**src/rtl/oserdes2_fr_tx_gearbox_if.sv**
```systemverilog
// Sample-word handshake from the source plus the byte streams to the OSERDES2 pairs.
// Latency: none (wires only).
// Backpressure: din is held by the source until din_valid && din_ready.
interface oserdes2_fr_tx_gearbox_if;
    logic [15:0] din;
    logic        din_valid;
    logic        din_ready;
    logic [7:0]  data_q;
    logic [7:0]  frame_q;

    // Sample source side: drives words, observes acceptance and line bytes.
    modport master (
        output din,
        output din_valid,
        input  din_ready,
        input  data_q,
        input  frame_q
    );

    // Gearbox side.
    modport slave (
        input  din,
        input  din_valid,
        output din_ready,
        output data_q,
        output frame_q
    );
endinterface

```
**src/rtl/oserdes2_fr_tx_gearbox.sv**
```systemverilog
// Splits 16-bit samples into MSB-first bytes for a data-lane OSERDES2 pair, plus frame bytes, training and slip.
// Latency: a word accepted at edge E yields its high byte after E+2 and its low byte after E+3.
// Backpressure: din_ready only on word-boundary cycles in DATA; missing words are replaced by IDLE_WORD and counted.
module oserdes2_fr_tx_gearbox #(
    parameter logic [15:0] TRAIN_WORD  = 16'hF0F0,
    parameter logic [15:0] IDLE_WORD   = 16'h0000,
    parameter int unsigned TRAIN_WORDS = 64
) (
    input  logic                         clkdiv,
    input  logic                         reset,
    input  logic                         tx_en,
    input  logic                         train_req,
    input  logic                         reva_flag,
    input  logic [2:0]                   slip,
    output logic                         training,
    output logic [7:0]                   underflow_cnt,
    oserdes2_fr_tx_gearbox_if.slave      bus
);

    typedef enum logic [1:0] {
        ST_IDLE  = 2'd0,
        ST_TRAIN = 2'd1,
        ST_DATA  = 2'd2
    } state_t;

    localparam logic [15:0] TRAIN_LOAD = 16'(TRAIN_WORDS - 1);

    state_t      state;
    logic        ph;
    logic [15:0] cnt;
    logic [15:0] word_reg;
    logic [7:0]  raw;
    logic [7:0]  raw_frame;
    // Only the low 7 bits of the previous byte can reach the output, since slip tops out at 7.
    logic [6:0]  prev_raw;
    logic [14:0] slip_win;
    logic [7:0]  slip_x;
    logic        accept;

    assign bus.din_ready = ph && (state == ST_DATA) && tx_en && !train_req;
    assign accept        = bus.din_ready && bus.din_valid;

    // Serial order is prev_raw then raw, MSB first; shifting right by slip delays the lane by slip bits.
    assign slip_win = {prev_raw, raw};
    assign slip_x   = slip_win[slip +: 8];

    // Byte phase: ph == 1 marks the edge that closes a word slot.
    always_ff @(posedge clkdiv) begin
        if (reset) begin
            ph <= 1'b0;
        end else begin
            ph <= ~ph;
        end
    end

    // Link state machine; transitions and the training flag only move on word boundaries.
    always_ff @(posedge clkdiv) begin
        if (reset) begin
            state    <= ST_IDLE;
            cnt      <= 16'd0;
            training <= 1'b0;
        end else if (ph) begin
            case (state)
                ST_IDLE: begin
                    if (train_req) begin
                        state    <= ST_TRAIN;
                        cnt      <= TRAIN_LOAD;
                        training <= 1'b1;
                    end else if (tx_en) begin
                        state <= ST_DATA;
                    end
                end
                ST_TRAIN: begin
                    // A burst always runs to completion; train_req is not looked at here.
                    if (cnt == 16'd0) begin
                        state    <= tx_en ? ST_DATA : ST_IDLE;
                        training <= 1'b0;
                    end else begin
                        cnt <= cnt - 16'd1;
                    end
                end
                ST_DATA: begin
                    if (train_req) begin
                        state    <= ST_TRAIN;
                        cnt      <= TRAIN_LOAD;
                        training <= 1'b1;
                    end else if (!tx_en) begin
                        state <= ST_IDLE;
                    end
                end
                default: begin
                    state    <= ST_IDLE;
                    training <= 1'b0;
                end
            endcase
        end
    end

    // Word register: loaded from the state held before any transition on the same edge.
    always_ff @(posedge clkdiv) begin
        if (reset) begin
            word_reg      <= IDLE_WORD;
            underflow_cnt <= 8'h00;
        end else if (ph) begin
            case (state)
                ST_DATA: begin
                    if (accept) begin
                        word_reg <= bus.din;
                    end else begin
                        word_reg <= IDLE_WORD;
                        if (underflow_cnt != 8'hFF) begin
                            underflow_cnt <= underflow_cnt + 8'h01;
                        end
                    end
                end
                ST_TRAIN: word_reg <= TRAIN_WORD;
                default:  word_reg <= IDLE_WORD;
            endcase
        end
    end

    // Stage 1: pick the byte of the current word and the matching frame byte.
    always_ff @(posedge clkdiv) begin
        if (reset) begin
            raw       <= 8'h00;
            raw_frame <= 8'h00;
            prev_raw  <= 7'h00;
        end else begin
            raw       <= ph ? word_reg[7:0] : word_reg[15:8];
            raw_frame <= ph ? 8'h00 : 8'hFF;
            prev_raw  <= raw[6:0];
        end
    end

    // Stage 2: apply bit delay then optional inversion to the data lane; frame lane passes straight through.
    always_ff @(posedge clkdiv) begin
        if (reset) begin
            bus.data_q  <= 8'h00;
            bus.frame_q <= 8'h00;
        end else begin
            bus.data_q  <= reva_flag ? ~slip_x : slip_x;
            bus.frame_q <= raw_frame;
        end
    end

endmodule

```
**src/flat_wrapper.sv**
```systemverilog
// flat-port wrapper written by rule: the top's interface ports become plain ports
module oserdes2_fr_tx_gearbox_flat 
#(
    parameter logic [15:0] TRAIN_WORD  = 16'hF0F0,
    parameter logic [15:0] IDLE_WORD   = 16'h0000,
    parameter int unsigned TRAIN_WORDS = 64
)
  (clkdiv, reset, tx_en, train_req, reva_flag, slip, training, underflow_cnt, bus_din, bus_din_valid, bus_din_ready, bus_data_q, bus_frame_q);
  oserdes2_fr_tx_gearbox_if bus_i ();
  input  logic clkdiv;
  input  logic reset;
  input  logic tx_en;
  input  logic train_req;
  input  logic reva_flag;
  input  logic [2:0] slip;
  output logic training;
  output logic [7:0] underflow_cnt;
  input wire logic [$bits(bus_i.din)-1:0] bus_din;
  input wire logic [$bits(bus_i.din_valid)-1:0] bus_din_valid;
  output wire logic [$bits(bus_i.din_ready)-1:0] bus_din_ready;
  output wire logic [$bits(bus_i.data_q)-1:0] bus_data_q;
  output wire logic [$bits(bus_i.frame_q)-1:0] bus_frame_q;
  assign bus_i.din = bus_din;
  assign bus_i.din_valid = bus_din_valid;
  assign bus_din_ready = bus_i.din_ready;
  assign bus_data_q = bus_i.data_q;
  assign bus_frame_q = bus_i.frame_q;
  oserdes2_fr_tx_gearbox #(.TRAIN_WORD(TRAIN_WORD), .IDLE_WORD(IDLE_WORD), .TRAIN_WORDS(TRAIN_WORDS)) u_core (.clkdiv(clkdiv), .reset(reset), .tx_en(tx_en), .train_req(train_req), .reva_flag(reva_flag), .slip(slip), .training(training), .underflow_cnt(underflow_cnt), .bus(bus_i));
endmodule
```
**config.mk**
```make
export PLATFORM = sky130hd
export DESIGN_NAME = oserdes2_fr_tx_gearbox_flat
export DESIGN_NICKNAME = d
export VERILOG_FILES = /design/src/rtl/oserdes2_fr_tx_gearbox_if.sv /design/src/rtl/oserdes2_fr_tx_gearbox.sv /design/src/flat_wrapper.sv
export SDC_FILE = /design/constraint.sdc
export NUM_CORES = 1
export LEC_CHECK = 0
export ABC_CLOCK_PERIOD_IN_PS = 2300
export BUFFER_PORTS_ARGS = -buffer_cell sky130_fd_sc_hd__buf_2
export CORE_AREA = 8 8 94 96
export CTS_BUF_LIST = sky130_fd_sc_hd__clkbuf_16
export DETAILED_ROUTE_END_ITERATION = 12
export DIE_AREA = 0 0 102 104
export PLACE_DENSITY_LB_ADDON = 0.2
export RECOVER_POWER = 50
export SYNTH_ARGS = -nofsm -noshare
export SYNTH_HDL_FRONTEND = slang
export SYNTH_SLANG_ARGS = --single-unit
```
**constraint.sdc**
```tcl
create_clock -name clkdiv -period 2.3 [get_ports clkdiv]
set_input_delay 0.46 -clock clkdiv [delete_from_list [all_inputs] [get_ports clkdiv]]
set_output_delay 0.46 -clock clkdiv [all_outputs]
set_load 0.03 [all_outputs]
```
==> impl_metrics.ini, run 1 <==
[timing]
fin_tns_setup_ns = 0
timing.final.ws_setup_ns = 0.257
timing.final.crit_period_ns = 2.04
setup_skew_after_layout_ns = 0.00375
setup_violations = 0
worst_margin_pin_slew_ns = 0.926
period_share_pct = 88.8
maxSlewViolCount = 0
achievable-frequency_mhz = 489
max-slew-margin-rel_pct = 38.3
rsz0062_at_grt = no
timing.final.hold_violations = 0

[placement]
place.gp.congestion = 0.827
post-place-ws_ns = 0.282
dp.final_hpwl_mm = 5.32
placement.io_buffers = 50

[detailed_routing]
detail_route.wl_per_cell_um = 14.0
antenna_violating_nets_post_route = 0
detail_route.iter0.violations = 110
viasPerCell = 5.22
post-route-drc-count = 0
detail_route.wirelength_mm = 7.07
vias = 2633
detail_route.first_pass.iterations = 4

[synthesis]
synth_top_cells_by_area = dfxtp_1 42%, mux2i_1 9.9%, a21oi_1 4.0%
synthCells = 354
sequential_element_share_of_the_synthesized_area_pct = 41.9
postSynth.topFlopCell = dfxtp_1
synth_top_area_cell = dfxtp_1
synth_cell_types = 53
synth-edff-count = 0
synth.net_count = 385
share_of_the_synthesized_area_in_the_top_cell_type_pct = 41.9
synth.cell_area_sq_um = 3250
warnings_synthesis = 0
synth-seq-cells = 68
synth_area_per_cell_sq_um = 9.18
async_reset_ff_share_pct = 0

[job]
drv.max_cap_violation_count = 0

[pwr]
power.static_leakage_nw = 1.49
worst_ir_drop_vdd_mv = 0.511
fin_total_pwr_mw = 3.07
pwr_density_cell_nw_per_um2 = 799

[worst_setup_path]
critical_path.startpoint_type = flop
slowest_stage = or4_1
path_delay_family = simple AND/OR/NAND/NOR gates
crit_fanout = 6
crit_path_cell_trace = inv_1 -> ha_1 -> nor2_1 -> nand2_1 -> or4_1 -> nor3_1 -> a21o_1
crit_required_ns = 2.57
critical_path.n_buffers_inverters = 1
worst-r2r-cell-count = 7
timing_worst_setup_path_type = flop to flop
regToRegSetupSlack_ns = 0.26
critical_path.max_stage_delay_ns = 0.60
critPathArrivalTime_ns = 2.31
crit_cells = 7
worst_r2r_startpoint = u_core.state[0]
regToRegEndpoint = u_core.cnt[10]
worstSetupEndpointType = flop

[clocking]
clockBufferDepth = 2
tritoncts_num_sinks = 68
cts_resized = 0
tritoncts.num_buffers = 9
tritoncts = yes
clkSlewWorstSetupHoldPaths_ns = 0.06
cts_setup_buffers = 0
worst_skew_pair_later_pin_latency_ns = 0.32
hold_buffers = 0
root_buffer = clkbuf_16
htree_num_levels = 3

[die]
die_width_um = 102
floorplan.initialDensity_pct = 43.6
boundaryPins = 51
die_y_um = 104
coreArea_sq_um = 7450
dieArea_sq_um = 10600
floorplan.rows = 32

[final_layout]
synthToLayoutAreaGrowth_pct = 18.1
n_fill_cell = 746
finish.net_count = 429
post_route_cells_drive_above_1_share_pct = 15.7
layout.cells.most_common = dfxtp_1
antennaDiodeCount = 0
mostFrequentLayoutCells = 68 x dfxtp_1, 32 x nor2_1, 32 x mux2i_1, 29 x clkbuf_1

[global_route]
grt_max_degree = 24
gr-total-overflow = 0
antenna_found_initial = 0
groute.usage.overall_pct = 13.9
global_route_track_usage_on_met1_pct = 18.3
globalRouteMet3Util_pct = 3.55
wire_length_of_the_first_global_routing_pass_mm = 12.0
number_of_global_route_vias_before_repair = 2519
grt_met2_usage_pct = 20.3
globalRoute.busiestLayer = met2

[hold_path]
worst_hold_path.endpoint = u_core.word_reg[11]
holdCritPathClass = input port to flop
worst_hold_path.num_cells = 2
worst_hold_startpoint = bus_din[11]

[run_status]
outcome = complete, no violations
==> per-stage QoR <==
stage,cell area (sq um),hold WS (ns),utilization (%),cells
after floorplan,3250,0.424,-,354
after global placement,3580,0.438,48.0,489
after detailed placement,3580,0.446,48.0,489
after CTS,3880,0.336,52.1,504
after global routing,3840,0.339,51.5,504
final,3840,0.346,51.5,504
==> power by group <==
| group | total [mW] | switching [mW] | internal, mW |
|---|---|---|---|
| Clock | 1.42 | 0.482 | 0.934 |
| Combinational | 0.409 | 0.255 | 0.154 |
| Sequential | 1.24 | 0.0322 | 1.21 |
==> layer usage <==
layer	vias to the layer above	wire length, um
met3	10	455
li1	1356	-
met1	1203	3420
met5	-	0
met4	0	94
met2	64	3090
==> how the worst max path moves through the flow <==
| stage | start | to | slack, ns |
|---|---|---|---|
| after global placement | u_core.state[0] | u_core.cnt[10] | 0.33 |
| after CTS | u_core.state[0] | u_core.cnt[10] | 0.28 |
| final | u_core.state[0] | u_core.cnt[10] | 0.26 |
| after floorplan | u_core.state[0] | u_core.word_reg[0] | 0.33 |
| after detailed placement | u_core.cnt[0] | u_core.cnt[2] | 0.28 |
| after global routing | u_core.cnt[0] | u_core.cnt[1] | 0.11 |
==> logic make-up after synthesis <==
group,share of synthesized area [%]
xor gates and xnor gates,1.62
and+or+nand+nor,19.0
adders and majority gates,2.31
muxes,13.7
buffers and inverters,5.08
DFF,41.9
AOI/OAI and AO/OA,16.4
==> layout make-up <==
type / instances / area [sq um] / area share (%)
Clock buffer: 9 / 225 / 5.87
Sequential cell: 68 / 1360 / 35.5
Timing Repair Buffer: 61 / 289 / 7.53
Clock inverter: 6 / 81.3 / 2.12
Tap cell: 102 / 128 / 3.32
Inverter: 8 / 30.0 / 0.782
Multi-Input combinational cell: 250 / 1720 / 44.9
==> cell usage after synthesis, types with 2 or more instances <==
cell type / count
a22o_1: 8
nor3_1: 7
nor2_1: 32
nand3_1: 8
inv_1: 8
a311oi_1: 6
a21oi_1: 26
nor2b_1: 12
ha_1: 6
and4_1: 3
clkbuf_1: 15
mux4_2: 4
dfxtp_1: 68
a21oi_2: 2
nor4b_1: 2
nand2b_1: 4
or4_1: 4
o21ai_0: 21
nor4_1: 3
buf_4: 7
o21ai_1: 4
a22oi_1: 3
buf_1: 3
nand2_1: 26
mux2_2: 3
buf_2: 3
xnor2_1: 6
mux2i_1: 32
nand3b_1: 2
o211ai_1: 2
or2_2: 2
Note: power is estimated with default switching activity, not from simulation.
==> run 2: changes to the inputs <==
- ABC_CLOCK_PERIOD_IN_PS: 2300 -> 2500
- clock period: 2.3 -> 2.5 ns (I/O delays scaled with it)
==> impl_metrics.ini, run 2 (same netlist as run 1, synthesis figures left out) <==
[timing]
fin_tns_setup_ns = 0
timing.final.hold_violations = 0
holdWs_ns = 0.390
maxSlewViolCount = 0
setup_violations = 0
timing.final.crit_period_ns = 2.04
rsz0062_at_grt = no
achievable-frequency_mhz = 491
setup_skew_after_layout_ns = 0.00589
max-slew-margin-rel_pct = 38.4
period_share_pct = 81.5
worst_margin_pin_slew_ns = 0.924

[pwr]
fin_total_pwr_mw = 2.61
p_int_mw = 1.90
worst_ir_drop_vdd_mv = 0.355
p_seq_share_pct = 44.0
netSwitchingPower_mw = 0.705
power.static_leakage_nw = 1.45
pwr_density_cell_nw_per_um2 = 693
part_of_the_power_in_combinational_logic_pct = 14.0
p_clk_share_pct = 42.0
switching_share_pct = 27.0

[final_layout]
post_route_cells_drive_above_1_share_pct = 14.8
synthToLayoutAreaGrowth_pct = 15.9
antennaDiodeCount = 0
register_area_sq_um = 1360
multiInputGateArea_sq_um = 1720
n_fill_cell = 765
postLayoutCellArea_sq_um = 3770
layout.cells.most_common = dfxtp_1
mostFrequentLayoutCells = 68 x dfxtp_1, 32 x nor2_1, 32 x mux2i_1, 29 x clkbuf_1
finish.net_count = 425
final_core_utilization_pct = 50.6

[die]
dieArea_sq_um = 10600
floorplan.initialDensity_pct = 43.6
boundaryPins = 51
coreArea_sq_um = 7450
die_width_um = 102
floorplan.rows = 32
die_y_um = 104

[clocking]
cts_setup_buffers = 0
cts_resized = 0
hold_buffers = 0
root_buffer = clkbuf_16
worst_skew_pair_later_pin_latency_ns = 0.32
clockBufferDepth = 2
clkSlewWorstSetupHoldPaths_ns = 0.05
tritoncts = yes
htree_num_levels = 3
tritoncts_num_sinks = 68
tritoncts.num_buffers = 9

[global_route]
global_route_track_usage_on_met1_pct = 17.9
groute.usage.overall_pct = 13.9
grt_met2_usage_pct = 21.3
globalRoute.busiestLayer = met2
wire_length_of_the_first_global_routing_pass_mm = 12.0
globalRouteMet3Util_pct = 3.82
antenna_found_initial = 0
grt_max_degree = 24
gr-total-overflow = 0
number_of_global_route_vias_before_repair = 2554

[worst_setup_path]
worstSetupEndpointType = flop
slowest_stage = or4_1
timing_worst_setup_path_type = flop to flop
critPathArrivalTime_ns = 2.30
crit_path_cell_trace = inv_1 -> ha_1 -> nor2_1 -> nand2_1 -> or4_1 -> nor3_1 -> a21o_1
regToRegSetupSlack_ns = 0.46
critical_path.max_stage_delay_ns = 0.60
crit_fanout = 6
critical_path.startpoint_type = flop
crit_required_ns = 2.76

[detailed_routing]
viasPerCell = 5.23
detail_route.wl_per_cell_um = 14.2
detail_route.first_pass.iterations = 4
post-route-drc-count = 0
detail_route.wirelength_mm = 7.11
detail_route.iter0.violations = 137
antenna_violating_nets_post_route = 0
vias = 2619

[placement]
placement.io_buffers = 50
placed_area_sq_um = 3550
place.gp.congestion = 0.836
dp.final_hpwl_mm = 5.24

[run_status]
outcome = complete, no violations

[hold_path]
holdCritPathClass = input port to flop

[job]
drv.max_cap_violation_count = 0
## run 2: cell count changes in the layout (fill, tap and decap cells not counted)
| cell | change |
|---|---|
| clkinv_1 | +1 |
| clkinvlp_4 | +1 |
| buf_2 | -1 |
| inv_1 | +1 |
| or2_2 | +1 |
| bufinv_16 | -2 |
| or2_0 | -1 |
| buf_4 | -3 |
## run 2: stage by stage
stage                     instances  setup slack [ns]
after floorplan                 354             0.526
after global placement          485             0.527
after detailed placement        485             0.496
after CTS                       501             0.464
after global routing            501             0.243
final                           501             0.463
## run 2: cell type report
type                    count  share of cell area, %
multi-input cells         250                   45.8
flip-flops and latches     68                   36.1
repair buffers             57                   6.94
clock buffers               9                   5.98
well taps                 102                   3.39
clock inverters             7                  0.963
inverters                   8                  0.797
## run 2: power groups by stage
stage | registers (mW) | clock network, mW | logic (mW)
detailed placement | 1.17 | 0 | 0.370
global route | 1.15 | 1.18 | 0.404
global placement | 1.17 | 0 | 0.368
floorplan | 1.18 | 0 | 0.263
CTS | 1.15 | 1.13 | 0.373
finish | 1.15 | 1.10 | 0.366
## run 2: routing by layer
layer,share of wire [%],vias up
met3,6.7,7
met1,48,1199
met4,1.2,0
met5,0,-
li1,-,1348
met2,44,65
## run 2: critical path: cells and delay by family (launching register included)
family | cells | cell delay [ns]
AO/OA/AOI/OAI | 1 | 0.10
adder cells (fa/ha/maj) | 1 | 0.26
buffers and inverters | 1 | 0.08
flip-flops | 1 | 0.37
AND/OR/NAND/NOR | 4 | 1.18
## run 2: worst paths after layout
path	startpoint	to	depth (start not counted)
setup / recovery	u_core.state[0]	u_core.cnt[10]	7
hold / removal	bus_din[3]	u_core.word_reg[3]	2
setup reg to reg	u_core.state[0]	u_core.cnt[10]	7
hold reg to reg	u_core.word_reg[4]	u_core.word_reg[4]	2
==> run 3: changes to the inputs <==
- ABC_CLOCK_PERIOD_IN_PS: 2500 -> 2000
- clock period: 2.5 -> 2 ns (I/O delays scaled with it)
==> impl_metrics.ini, run 3 (same netlist as run 1, synthesis figures left out) <==
[timing]
setup_skew_after_layout_ns = 0.00413
achievable-frequency_mhz = 527
maxSlewViolCount = 0
timing.final.ws_setup_ns = 0.101
timing.final.hold_violations = 0
fin_tns_setup_ns = 0
setup_violations = 0
worst_margin_pin_slew_ns = 1.01
max-slew-margin-rel_pct = 32.3
period_share_pct = 95.0
rsz0062_at_grt = no
timing.final.crit_period_ns = 1.90
holdWs_ns = 0.293

[worst_setup_path]
timing_worst_setup_path_type = flop to primary output
critical_path.startpoint_type = flop
worstSetupEndpointType = primary output
critPathArrivalTime_ns = 1.50
crit_required_ns = 1.60
crit_fanout = 5

[final_layout]
mostFrequentLayoutCells = 67 x dfxtp_1, 32 x mux2i_1, 31 x nor2_1, 28 x clkbuf_1
layout.cells.most_common = dfxtp_1
antennaDiodeCount = 0
synthToLayoutAreaGrowth_pct = 21.8
n_fill_cell = 743
post_route_cells_drive_above_1_share_pct = 19.6
finish.net_count = 441

[placement]
post-place-ws_ns = 0.0142
place.gp.congestion = 0.950
placement.io_buffers = 50
dp.final_hpwl_mm = 5.58

[die]
floorplan.initialDensity_pct = 43.6
die_y_um = 104
die_width_um = 102
dieArea_sq_um = 10600
coreArea_sq_um = 7450
boundaryPins = 51
floorplan.rows = 32

[pwr]
worst_ir_drop_vdd_mv = 0.543
power.static_leakage_nw = 1.57
pwr_density_cell_nw_per_um2 = 906

[clocking]
clkSlewWorstSetupHoldPaths_ns = 0.05
tritoncts.num_buffers = 9
root_buffer = clkbuf_16
clockBufferDepth = 2
tritoncts_num_sinks = 68
worst_skew_pair_later_pin_latency_ns = 0.32
cts_setup_buffers = 0
htree_num_levels = 3
tritoncts = yes

[global_route]
antenna_found_initial = 0
gr-total-overflow = 0
grt_met2_usage_pct = 22.3
grt_max_degree = 20
global_route_track_usage_on_met1_pct = 18.5
globalRouteMet3Util_pct = 4.22
wire_length_of_the_first_global_routing_pass_mm = 12.5
groute.usage.overall_pct = 14.3
globalRoute.busiestLayer = met2
number_of_global_route_vias_before_repair = 2688

[detailed_routing]
antenna_violating_nets_post_route = 0
detail_route.iter0.violations = 93
detail_route.wl_per_cell_um = 14.4
detail_route.wirelength_mm = 7.44
post-route-drc-count = 0
detail_route.first_pass.iterations = 4
vias = 2736
viasPerCell = 5.30

[run_status]
outcome = complete, no violations

[hold_path]
holdCritPathClass = input port to flop

[job]
drv.max_cap_violation_count = 0
[run 3: final cells by class]
cell class | count | area, sq um | share of cell area, %
Tap cell | 102 | 128 | 3.22
Inverter | 8 | 30.0 | 0.758
Timing Repair Buffer | 73 | 385 | 9.73
Clock inverter | 6 | 81.3 | 2.05
Sequential cell | 68 | 1360 | 34.4
Clock buffer | 9 | 225 | 5.69
Multi-Input combinational cell | 250 | 1750 | 44.1
[run 3: final timing paths]
kind,start,endpoint,slack [ns],cells past startpoint
worst max-delay path,u_core.state[0],bus_din_ready,0.10,5
worst max register to register,u_core.cnt[4],u_core.cnt[1],0.11,4
worst min-delay path,bus_din[1],u_core.word_reg[1],0.29,2
worst min register to register,u_core.word_reg[12],u_core.word_reg[12],0.45,2
[run 3: worst max-delay path: stages (launching register included)]
cell     delay (ns)
dfxtp_2        0.35
inv_1          0.06
ha_1           0.21
buf_4          0.16
and4_1         0.22
buf_2          0.18
[run 3: layer usage]
layer / vias to the layer above / part of all wire, %
met5: - / 0
met4: 0 / 0.79
met3: 6 / 5.1
met2: 62 / 45
met1: 1283 / 49
li1: 1385 / -
[run 3: timing repair]
item	4_1_cts	5_1_grt
hold buffers	0	0
resized for setup	0	6
endpoints found under the setup margin	0	17
[run 3: stage by stage]
step	util (%)	power [mW]	std cells	area, sq um
2_1_floorplan	-	1.81	354	3250
3_3_place_gp	49.2	1.98	501	3670
3_5_place_dp	49.2	1.98	501	3670
4_1_cts	53.3	3.61	516	3970
5_1_grt	53.2	3.74	516	3960
6_report	53.2	3.59	516	3960
[run 3: power breakdown]
| group | switching (mW) | internal [mW] |
|---|---|---|
| clock network | 0.552 | 1.07 |
| registers | 0.0394 | 1.39 |
| logic | 0.309 | 0.219 |
